## src/rtl/ram_port_arbiter.sv

```systemverilog
// Zero-fill sequencer and round-robin two-port arbiter in front of a 64x8 single-port RAM.
// Read data comes back two cycles after the handshake, tagged with the issuing port.
module ram_port_arbiter #(
    parameter int AW = 6,
    parameter int DW = 8
) (
    input  logic          clock,
    input  logic          reset_n,

    input  logic          a_req_valid,
    input  logic          a_req_we,
    input  logic [AW-1:0] a_req_addr,
    input  logic [DW-1:0] a_req_wdata,
    output logic          a_req_ready,
    output logic          a_rsp_valid,
    output logic [DW-1:0] a_rsp_data,

    input  logic          b_req_valid,
    input  logic          b_req_we,
    input  logic [AW-1:0] b_req_addr,
    input  logic [DW-1:0] b_req_wdata,
    output logic          b_req_ready,
    output logic          b_rsp_valid,
    output logic [DW-1:0] b_rsp_data,

    output logic [DW-1:0] ram_data,
    output logic [AW-1:0] ram_addr,
    output logic          ram_we,
    input  logic [DW-1:0] ram_q,

    output logic          busy
);

    // state | meaning
    // RST   | reset state, RAM idle, leaves on the first edge out of reset
    // INIT  | zero-fill: one write per cycle to address init_cnt
    // RUN   | round-robin arbitration between ports A and B
    typedef enum logic [1:0] {
        ST_RST  = 2'd0,
        ST_INIT = 2'd1,
        ST_RUN  = 2'd2
    } state_t;

    localparam logic PORT_A = 1'b0;
    localparam logic PORT_B = 1'b1;

    state_t        state_q, state_d;
    logic [AW-1:0] init_cnt_q, init_cnt_d;
    logic          last_grant_q, last_grant_d;
    logic          s1_valid_q, s1_valid_d;
    logic          s1_port_q, s1_port_d;
    logic          a_rsp_valid_q, a_rsp_valid_d;
    logic          b_rsp_valid_q, b_rsp_valid_d;
    logic [DW-1:0] a_rsp_data_q, a_rsp_data_d;
    logic [DW-1:0] b_rsp_data_q, b_rsp_data_d;

    logic          grant_a;
    logic          grant_b;

    always_ff @(posedge clock or negedge reset_n) begin
        if (!reset_n) begin
            state_q       <= ST_RST;
            init_cnt_q    <= '0;
            last_grant_q  <= PORT_B;
            s1_valid_q    <= 1'b0;
            s1_port_q     <= PORT_A;
            a_rsp_valid_q <= 1'b0;
            b_rsp_valid_q <= 1'b0;
            a_rsp_data_q  <= '0;
            b_rsp_data_q  <= '0;
        end else begin
            state_q       <= state_d;
            init_cnt_q    <= init_cnt_d;
            last_grant_q  <= last_grant_d;
            s1_valid_q    <= s1_valid_d;
            s1_port_q     <= s1_port_d;
            a_rsp_valid_q <= a_rsp_valid_d;
            b_rsp_valid_q <= b_rsp_valid_d;
            a_rsp_data_q  <= a_rsp_data_d;
            b_rsp_data_q  <= b_rsp_data_d;
        end
    end

    always_comb begin
        state_d       = state_q;
        init_cnt_d    = init_cnt_q;
        last_grant_d  = last_grant_q;
        s1_valid_d    = 1'b0;
        s1_port_d     = s1_port_q;
        a_rsp_valid_d = 1'b0;
        b_rsp_valid_d = 1'b0;
        a_rsp_data_d  = a_rsp_data_q;
        b_rsp_data_d  = b_rsp_data_q;
        grant_a       = 1'b0;
        grant_b       = 1'b0;
        ram_we        = 1'b0;
        ram_addr      = '0;
        ram_data      = '0;

        // ram_q is valid the cycle after the read grant; capture it for the owner
        if (s1_valid_q) begin
            if (s1_port_q == PORT_A) begin
                a_rsp_valid_d = 1'b1;
                a_rsp_data_d  = ram_q;
            end else begin
                b_rsp_valid_d = 1'b1;
                b_rsp_data_d  = ram_q;
            end
        end

        case (state_q)
            ST_RST: begin
                state_d    = ST_INIT;
                init_cnt_d = '0;
            end
            ST_INIT: begin
                ram_we     = 1'b1;
                ram_addr   = init_cnt_q;
                ram_data   = '0;
                init_cnt_d = init_cnt_q + 1'b1;
                if (init_cnt_q == '1) begin
                    state_d = ST_RUN;
                end
            end
            ST_RUN: begin
                grant_a = a_req_valid && (!b_req_valid || (last_grant_q == PORT_B));
                grant_b = b_req_valid && (!a_req_valid || (last_grant_q == PORT_A));
                if (grant_a) begin
                    ram_we       = a_req_we;
                    ram_addr     = a_req_addr;
                    ram_data     = a_req_wdata;
                    last_grant_d = PORT_A;
                    if (!a_req_we) begin
                        s1_valid_d = 1'b1;
                        s1_port_d  = PORT_A;
                    end
                end else if (grant_b) begin
                    ram_we       = b_req_we;
                    ram_addr     = b_req_addr;
                    ram_data     = b_req_wdata;
                    last_grant_d = PORT_B;
                    if (!b_req_we) begin
                        s1_valid_d = 1'b1;
                        s1_port_d  = PORT_B;
                    end
                end
            end
            default: begin
                state_d = ST_RST;
            end
        endcase
    end

    assign a_req_ready = grant_a;
    assign b_req_ready = grant_b;
    assign a_rsp_valid = a_rsp_valid_q;
    assign b_rsp_valid = b_rsp_valid_q;
    assign a_rsp_data  = a_rsp_data_q;
    assign b_rsp_data  = b_rsp_data_q;
    assign busy        = (state_q != ST_RUN);

endmodule

```

## config.mk

```make
export PLATFORM = sky130hd
export DESIGN_NAME = ram_port_arbiter
export DESIGN_NICKNAME = d
export VERILOG_FILES = /design/src/rtl/ram_port_arbiter.sv
export SDC_FILE = /design/constraint.sdc
export NUM_CORES = 1
export LEC_CHECK = 0
export BUFFER_PORTS_ARGS = -buffer_cell sky130_fd_sc_hd__buf_2
export CORE_ASPECT_RATIO = 1.4
export CORE_MARGIN = 1
export CORE_UTILIZATION = 32
export CTS_CLUSTER_SIZE = 12
export DETAILED_ROUTE_END_ITERATION = 8
export SETUP_SLACK_MARGIN = 0.02
export SKIP_LAST_GASP = 1
export SYNTH_ARGS = -nofsm -noshare
export SYNTH_HDL_FRONTEND = slang
export SYNTH_SLANG_ARGS = --single-unit
```

## constraint.sdc

```tcl
create_clock -name clock -period 1.4 [get_ports clock]
set_input_delay 0.28 -clock clock [delete_from_list [all_inputs] [get_ports clock]]
set_output_delay 0.28 -clock clock [all_outputs]
set_load 0.02 [all_outputs]
```

==> metrics.md <==
| Metric | Value |
|---|---|
| Status | finished, violations left |
| Failing checks | hold timing, setup timing |
| RSZ-0062 raised after global routing | true |
| Internal power | approximately 1.3 mW |
| Layout Cells excl Fill | 296 |
| Most frequent cell after synthesis | dfrtp_1 |
| R2R Setup Slk | -160 ps |
| Vias post-DR | between 1000 and 1500 |
| Clock sink total | 29 |
| Largest net degree at the start of global routing | 30 |
| Port buffer count | a little under 80 |
| Fraction of registers with async set/reset | 100% |
| Synth Flop Type | dfrtp_1 |
| Critical path arrival | between 1500 and 2000 ps |
| Crit. Startpoint | state_q[0]$_DFFE_PN0P_ |
| Warnings, synthesis | 0 |
| First-pass GRT wire length | 6.88 mm |
| CP endpoint | ram_data[2] |
| Post-Syn Nets | approximately 180 |
| Sequential power share | between 50% and 60% |
| Setup slack after layout | -456 ps |
| IO Count | 78 |
| Die Wd | about 60 um |
| Clock Root Buffer | clkbuf_8 |
| Global Route Usage Sum | between 15 and 20% |
| Synth area leader | dfrtp_1 |
| Multi-input logic area | between 800 and 900 um^2 |
| Sequential cell area | 727 um^2 |
| Wirelength per Cell | roughly 14 um |
| Final setup viols | 22 |
| Post-DR vias/cell | 4.91 |
| Clk Latency, worst-skew pair | approximately 280 ps |
| Synth top area share | 46.0% |
| Reg2reg path depth | 6 |
| Critical Path Sink Type | output pin |
| Post-Synth Adder-Cell Area | under 10% |
| Crit path required time | around 1100 ps |
| Cts bufs inserted | 5 |
| Post-route minimum period | between 1500 and 2000 ps |
| Period utilization | 133% |
| Synth cell types | 36 |
| Mapped Area | 1520 um^2 |
| Simple-Gate Fraction of Synth Area | about 17% |
| Filler cell count | 410 |
| CP Launch Type | flop |
| Worst-path clk slew | 60 ps |
| Core ar. | between 4000 and 5000 um^2 |
| Register area share after synthesis | 47.7% |
| P_leak | 1.30 nW |
| Synth-to-layout area growth | 61.6% |
| Sw frac | 24.7% |
| Largest family of logic cells by synthesized area | simple AND/OR/NAND/NOR gates |
| CTS Hold Bufs | 0 |
| Final hold slack | -3.93 ps |
| Placement Setup Slack | -209 ps |
| DRC | 0 |
| Most instantiated cells after synthesis | dfrtp_1 (28), mux2_2 (18), nand4_1 (12) |
| Clk buf depth | 2 |
| Antenna cells | 0 |
| Combinational Power Share | under 10% |
| Max-cap violations | 0 |
| Wirelength, routed | roughly 4.3 mm |
| Initial antenna violation count | 0 |
| Setup Crit Path Kind | flop to output pin |
| DR iter-0 viols | 67 |
| Starting Density | around a third |
| Worst VDD drop | between 0.3 and 0.4 mV |
| Synthesized flop and latch total | 29 |
| Post-Synth XOR/XNOR Area | under 10% |
| H-tree depth | 2 |
| Power per cell area | 682 nW/um^2 |
| Rows | 29 |
| Clock skew | 1.67 ps |
| Ranking of synthesized cells by area | dfrtp_1 (46%), mux2_2 (13%), a22o_1 (5.2%) |
| HP Class | primary input to async pin |
| Die Ht | 83.6 um |
| Final hold violation count | 8 |
| DP HPWL | 3.20 mm |
| Die area | 5040 um^2 |
| Synth Area in Compound Gates | ~12% |
| Nets | between 200 and 300 |
| Worst Tran Pin Value | ~360 ps |
| TritonRoute pass-1 iters | 4 |
| FF-to-FF Start | state_q[0]$_DFFE_PN0P_ |
| Clock power frac | 39.7% |
| DP Cell Count | around 290 |
| Vias in the first global route | around 1500 |
| Layout cells sized above 1 | 65.4% |
| Routability cong. | roughly 0.76 |
| GRT overflow | 0 |
| EDFF count, synth | 0 |
| FF-to-FF End | state_q[0]$_DFFE_PN0P_ |
| CTS tree | yes |
| Relative slew slack | 76.0% |
| Max Slew Vio Count | 0 |
| Mapped Cells | between 100 and 150 |
| Final ANT Viol Nets | 0 |
| F_max | about 0.54 GHz |
| CP max FO | 9 |
| NetSw | roughly 0.41 mW |
| Mux share of post-synthesis cell area | around 14% |
| Synth Area per Inst | between 10 and 15 um^2 |
-- through the flow --
stage / utilization, % / setup TNS, ps / power [mW] / cell area (um^2)
finish: 54.3 / -7430 / 1.68 / 2460
global route: 54.3 / -8930 / 1.75 / 2460
CTS: 53.7 / -7490 / 1.70 / 2430
detailed placement: 49.1 / -2950 / 1.03 / 2230
global placement: 49.1 / -2690 / 1.03 / 2230
floorplan: - / -810 / 0.917 / 1690
-- flip-flops by register name, summed over array words and instances (netlist names) --
signal and cells:
s1_port_q 1, a_rsp_valid 1, b_rsp_valid 1, b_rsp_data 8
last_grant_q 1, a_rsp_data 8, s1_valid_q 1, init_cnt_q 6
state_q 2
-- cell type report --
cell class                 instances  share of cell area, %
multi-input combinational         95                   36.3
tap                               62                   3.15
inverter                           7                   1.68
clock buffer                       5                   2.80
timing repair buffer              95                   25.8
sequential                        29                   29.5
clock inverter                     3                  0.712
-- cells by family (layout without fill, tap and decap cells) --
kind of cell,after synthesis,after routing
AND/OR/NAND/NOR,45,46
flip-flops,29,29
AO/OA/AOI/OAI,23,23
multiplexers,19,19
buffers and inverters,14,110
adder cells (fa/ha/maj),4,4
XOR/XNOR,3,3
-- worst max-delay path, stage by stage, from the launching register on --
cell and delay (ps):
dfrtp_1 380, inv_2 80, ha_4 200, and2_4 150
nand2_4 80, inv_8 60, a22o_4 220, buf_6 130
-- repair_timing --
item | CTS | global route
gates cloned | 1 | 0
setup buffers | 1 | 1
gates resized for setup | 37 | 5
endpoints found under the setup margin | 23 | 24
pin swaps | 9 | 9
-- metal layers --
metal / global-route usage [%] / routed length, um / up-vias
li1: - / - / 698
met3: 4.50 / 295 / 5
met5: 0 / 0 / -
met2: 30.7 / 2070 / 79
met4: 6.34 / 63 / 0
met1: 22.3 / 1850 / 672
-- power by group through the flow --
stage	combinational [mW]	sequential [mW]	clock (mW)
5_1_grt	0.172	0.856	0.724
3_5_place_dp	0.160	0.870	0
3_3_place_gp	0.160	0.870	0
6_report	0.157	0.855	0.666
4_1_cts	0.160	0.855	0.685
2_1_floorplan	0.0316	0.886	0
-- cells in the final DEF, fill, tap and decap left out, drive strengths merged, types with 2 or more instances in the layout --
cell type  instances
inv                7
o21ai              3
clkinv             2
buf               95
a21o               2
nand2             12
a22o              10
clkbuf             5
dfrtp             28
and2               4
o22ai              2
xnor2              2
ha                 4
nand2b             2
nor3b              2
nand4             12
nand3              9
a41oi              2
mux2              18
-- worst min-delay path by stage --
stage                     startpoint                        end  slack (ps)  cells after the start
final                        reset_n  init_cnt_q[2]$_DFFE_PN0P_          -4                      2
after global routing         reset_n  init_cnt_q[1]$_DFFE_PN0P_          30                      2
after CTS                    reset_n  init_cnt_q[2]$_DFFE_PN0P_           8                      2
after detailed placement     reset_n  init_cnt_q[2]$_DFFE_PN0P_         310                      2
after global placement       reset_n  init_cnt_q[1]$_DFFE_PN0P_         310                      2
after floorplan              reset_n  a_rsp_data[0]$_DFFE_PN0P_         -20                      0
(Power assumes the default switching activity.)
